File: src/rtl/shift_pkg.sv
// Shared definitions for the universal shift register: shift mode codes
// and the burst controller state encoding.
package shift_pkg;

  localparam logic [1:0] MODE_LOGIC = 2'b00;
  localparam logic [1:0] MODE_ROT   = 2'b01;
  localparam logic [1:0] MODE_ARITH = 2'b10;

  typedef enum logic {
    IDLE  = 1'b0,
    SHIFT = 1'b1
  } state_t;

endpackage

File: src/rtl/shift_step.sv
// One combinational shift step. Shared by the single-shift and burst paths.
// Mode 2'b11 falls through to logical behaviour.
module shift_step
  import shift_pkg::*;
#(
  parameter int Width = 8
) (
  input  logic [Width-1:0] value,
  input  logic             dir,
  input  logic [1:0]       mode,
  input  logic             shiftIn,
  output logic [Width-1:0] nextValue,
  output logic             outBit
);

  logic fill;

  // Select the fill bit for the chosen direction/mode, then shift.
  always_comb begin
    fill      = shiftIn;
    nextValue = value;
    outBit    = 1'b0;
    if (!dir) begin
      outBit = value[0];
      case (mode)
        MODE_ROT:   fill = value[0];
        MODE_ARITH: fill = value[Width-1];
        default:    fill = shiftIn;
      endcase
      nextValue = {fill, value[Width-1:1]};
    end else begin
      outBit = value[Width-1];
      case (mode)
        MODE_ROT:   fill = value[Width-1];
        MODE_ARITH: fill = 1'b0;
        default:    fill = shiftIn;
      endcase
      nextValue = {value[Width-2:0], fill};
    end
  end

endmodule

File: src/rtl/shift_reg_univ.sv
// Universal shift register: parallel load, single steps, and an autonomous
// burst engine performing up to Width steps with a busy/done handshake.
module shift_reg_univ
  import shift_pkg::*;
#(
  parameter int Width = 8,
  parameter int CntW  = $clog2(Width + 1)
) (
  input  logic             clock,
  input  logic             reset,
  input  logic             load,
  input  logic [Width-1:0] loadValue,
  input  logic             shift,
  input  logic             burst,
  input  logic [CntW-1:0]  burstLen,
  input  logic             dir,
  input  logic [1:0]       mode,
  input  logic             shiftIn,
  output logic [Width-1:0] shiftReg,
  output logic             shiftOut,
  output logic             busy,
  output logic             done
);

  state_t            state;
  logic [CntW-1:0]   remaining;
  logic              latDir;
  logic [1:0]        latMode;
  logic [CntW-1:0]   lenClamped;
  logic              stepDir;
  logic [1:0]        stepMode;
  logic [Width-1:0]  stepValue;
  logic              stepOut;

  // Burst steps use the direction/mode captured at start; single steps use live inputs.
  always_comb begin
    stepDir    = (state == SHIFT) ? latDir  : dir;
    stepMode   = (state == SHIFT) ? latMode : mode;
    lenClamped = (burstLen > CntW'(Width)) ? CntW'(Width) : burstLen;
  end

  shift_step #(
    .Width (Width)
  ) u_step (
    .value     (shiftReg),
    .dir       (stepDir),
    .mode      (stepMode),
    .shiftIn   (shiftIn),
    .nextValue (stepValue),
    .outBit    (stepOut)
  );

  // Controller and datapath registers; load overrides everything but reset.
  always_ff @(posedge clock or posedge reset) begin
    if (reset) begin
      state     <= IDLE;
      remaining <= '0;
      latDir    <= 1'b0;
      latMode   <= MODE_LOGIC;
      shiftReg  <= '0;
      shiftOut  <= 1'b0;
      busy      <= 1'b0;
      done      <= 1'b0;
    end else begin
      done <= 1'b0;
      if (load) begin
        shiftReg  <= loadValue;
        state     <= IDLE;
        remaining <= '0;
        busy      <= 1'b0;
      end else begin
        case (state)
          IDLE: begin
            if (burst) begin
              latDir    <= dir;
              latMode   <= mode;
              remaining <= lenClamped;
              if (lenClamped != '0) begin
                state <= SHIFT;
                busy  <= 1'b1;
              end else begin
                done <= 1'b1;
              end
            end else if (shift) begin
              shiftReg <= stepValue;
              shiftOut <= stepOut;
            end
          end
          SHIFT: begin
            shiftReg  <= stepValue;
            shiftOut  <= stepOut;
            remaining <= remaining - CntW'(1);
            if (remaining == CntW'(1)) begin
              state <= IDLE;
              busy  <= 1'b0;
              done  <= 1'b1;
            end
          end
          default: begin
            state <= IDLE;
            busy  <= 1'b0;
          end
        endcase
      end
    end
  end

endmodule

File: config.mk
export PLATFORM = sky130hd
export DESIGN_NAME = shift_reg_univ
export DESIGN_NICKNAME = d
export VERILOG_FILES = /design/src/rtl/shift_pkg.sv /design/src/rtl/shift_step.sv /design/src/rtl/shift_reg_univ.sv
export SDC_FILE = /design/constraint.sdc
export NUM_CORES = 1
export LEC_CHECK = 0
export BUFFER_PORTS_ARGS = -buffer_cell sky130_fd_sc_hd__clkbuf_2
export CAP_MARGIN = 20
export CELL_PAD_IN_SITES_DETAIL_PLACEMENT = 1
export CELL_PAD_IN_SITES_GLOBAL_PLACEMENT = 1
export CORE_MARGIN = 5
export CORE_UTILIZATION = 41
export CTS_CLUSTER_SIZE = 10
export DETAILED_ROUTE_END_ITERATION = 16
export PLACE_DENSITY = 0.91
export SYNTH_ARGS = -nofsm -noshare
export SYNTH_HDL_FRONTEND = slang
export SYNTH_SLANG_ARGS = --single-unit
export TNS_END_PERCENT = 30
File: constraint.sdc
create_clock -name clock -period 5.9 [get_ports clock]
set_clock_uncertainty 0.1 [all_clocks]
set_input_delay 0.885 -clock clock [delete_from_list [all_inputs] [get_ports clock]]
set_output_delay 0.885 -clock clock [all_outputs]
set_load 0.005 [all_outputs]
==> metrics.cfg <==
[min_path]
hold_class=flop to flop

[worst_setup_path]
crit_family=flip-flops
critPathCaptureType=flop
path_cells=mux2i_1, inv_1, ha_1, mux2_2, o21a_1, o311a_1
cpMaxStageDelayCell=dfrtp_1
crit_required_ps=5990
startpoint_type=flop
slowest_delay_ps=690
worstPathArrival_ps=2400
crit_type=flop to flop
crit_fanout=16
worst-path-buf-inv=1

[final_layout]
multi_input_area_um2=578
final_nets=162
antenna_cells=0
design_area_um2=1320
syn_to_final_growth_pct=18.0
nFillCells=325
drive_above_1_share_pct=30.9
seqCellArea_um2=475

[clocking]
post-cts-setup-buffers=0
numCtsBuffers=3
clk_pin_slew_ps=110
hold_buffers=0
cts.repair.resized=0
root_buffer=clkbuf_4
clock_latency_ps=300
htree_levels=1
cts.sinks=19
cts_tree=done
clk_path_buf_depth=2

[drt]
routed-via-count=983
first_iter_violations=20
first_pass_iters=5
drt_wl_total_mm=2.99
ant_nets=0
drc=0
wl_per_cell_um=17.9
routed_via_density=5.89

[sta]
report.final.slew_viol_count=0
slew_headroom_pct=50.2
setup_ws_ps=3600
fin_setup_tns_ps=0
tightestPinTransition_ps=746
setup_viol=0
period_share_pct=39.1
max_clock_freq_mhz=434
finalCriticalPeriod_ps=2300
hold_viol_final=0
rsz0062_at_grt=false

[power]
power_frac_clock_pct=20.0
internal-power_mw=0.223
p_seq_share_pct=51.5
p_switching_mw=0.106
design_power_total_mw=0.329
ir_drop_uv=145
leakage_nw=0.614
combPwrFrac_pct=28.5
p_per_area_nw_per_um2=250
swShare_pct=32.2

[global_routing]
grt_pass1_wl_mm=4.82
globalRouteOverflowTotal=0
antenna_found_initial=0
grt_max_degree=20
grt_usage_pct=15.2
grt_pass1_vias=1051

[placement]
dp_slack_ps=3160
globalplace.congestion=0.819
dpl.hpwl_mm=2.22
io_buffers=31
place_area_um2=1280

[yosys]
syn_area_per_cell_um2=10.6
syn-cell-area_um2=1110
ys_warn_count=0
synthesis.nets=130
synth.distinct_cells=31
syn_inst=105
ys_ff_latch=19
yosysSeqAreaShare_pct=42.6

[job]
max_cap_violations=0

[floorplan]
fp.dieW_um=62.1
die-area_um2=3860
initial_core_util_pct=41.5
rows=19
io_pins=32
design.core.area_um2=2690
die_y_um=62.1

[outcome]
outcome=complete, no violations

## path summary, 6_finish.rpt
path / start / end / slack (ps) / cells after the start
max: state / shiftReg[7] / 3600 / 6
min: latDir / latDir / 420 / 1
max reg2reg: state / shiftReg[7] / 3600 / 6
min reg2reg: latDir / latDir / 420 / 1
max in group asynchronous: reset / latDir / 4650 / 2
min in group asynchronous: reset / shiftReg[0] / 580 / 2
## metal layers
| layer | vias to the layer above | track usage, % | share of wire (%) | wire [um] |
|---|---|---|---|---|
| li1 | 454 | - | - | - |
| met1 | 509 | 17.2 | 43 | 1280 |
| met2 | 18 | 27.7 | 54 | 1610 |
| met3 | 2 | 2.34 | 2.6 | 79 |
| met4 | 0 | 6.23 | 0.64 | 19 |
| met5 | - | 0 | 0 | 0 |
## through the flow
stage               hold slack (ps)  util (%)  instances
detailed placement              400      47.7        162
finish                          420      49.0        167
floorplan                       380         -        105
CTS                             425      48.7        166
global route                    458      49.0        167
global placement                389      47.7        162
## layout make-up
class                      instances  area share [%]
timing repair buffer              32            12.4
inverter                           9            2.57
clock buffer                       4            2.00
multi-input combinational         72            44.0
sequential                        19            36.2
tap                               31            2.95
## cells by family (layout without fill, tap and decap cells)
group / count (synthesis) / after routing / synth area share [%]
DFF: 19 / 19 / 42.6
and+or+nand+nor: 22 / 22 / 12.1
xor gates and xnor gates: 1 / 1 / 0.786
muxes: 15 / 15 / 14.1
buffers and inverters: 14 / 45 / 5.50
AOI/OAI and AO/OA: 30 / 30 / 20.3
adders and majority gates: 4 / 4 / 4.49
## flip-flops by register name, summed over array words and instances (netlist names)
name       count
shiftReg       8
latDir         1
shiftOut       1
remaining      4
state          1
done           1
latMode        2
busy           1
## synthesized netlist by cell type
| library cell | count | area share (%) |
|---|---|---|
| o21a_1 | 1 | 0.67 |
| a211oi_1 | 3 | 2.0 |
| a32oi_1 | 8 | 6.3 |
| o311a_1 | 1 | 0.90 |
| ha_1 | 4 | 4.5 |
| a311oi_1 | 3 | 2.4 |
| clkbuf_1 | 2 | 0.67 |
| a21o_4 | 1 | 1.3 |
| mux2i_1 | 9 | 8.1 |
| buf_4 | 2 | 1.3 |
| nor2_1 | 2 | 0.67 |
| nor4_1 | 1 | 0.56 |
| a31oi_1 | 1 | 0.56 |
| mux2_2 | 6 | 6.1 |
| and2b_1 | 1 | 0.67 |
| buf_2 | 1 | 0.45 |
| a21oi_1 | 3 | 1.3 |
| o31ai_1 | 2 | 1.3 |
| inv_1 | 9 | 3.0 |
| nor3b_1 | 1 | 0.67 |
| nand4bb_1 | 1 | 1.0 |
| dfrtp_1 | 19 | 43 |
| o21ai_0 | 6 | 2.7 |
| a221oi_1 | 1 | 0.79 |
| nor2b_1 | 6 | 3.4 |
| xnor2_1 | 1 | 0.79 |
| nand2_1 | 3 | 1.0 |
| or4b_1 | 1 | 0.90 |
| nand3_1 | 1 | 0.45 |
| nand2b_1 | 4 | 2.2 |
| or2_0 | 1 | 0.56 |
## placed cells by master (no fill, tap or decap), drive strengths merged, types with 4 or more instances in the layout
cell type,instances
mux2i,9
nand2b,4
mux2,6
inv,9
ha,4
nor2b,6
dfrtp,19
a32oi,8
o21ai,6
clkbuf,35
## power by group through the flow
| stage | logic [mW] | clock network (mW) | registers (mW) |
|---|---|---|---|
| after detailed placement | 0.0927 | 0 | 0.172 |
| final | 0.0938 | 0.0659 | 0.169 |
| after global placement | 0.0866 | 0 | 0.169 |
| after global routing | 0.103 | 0.0735 | 0.173 |
| after floorplan | 0.0618 | 0 | 0.165 |
| after CTS | 0.0935 | 0.0686 | 0.169 |
(Power assumes the default switching activity.)
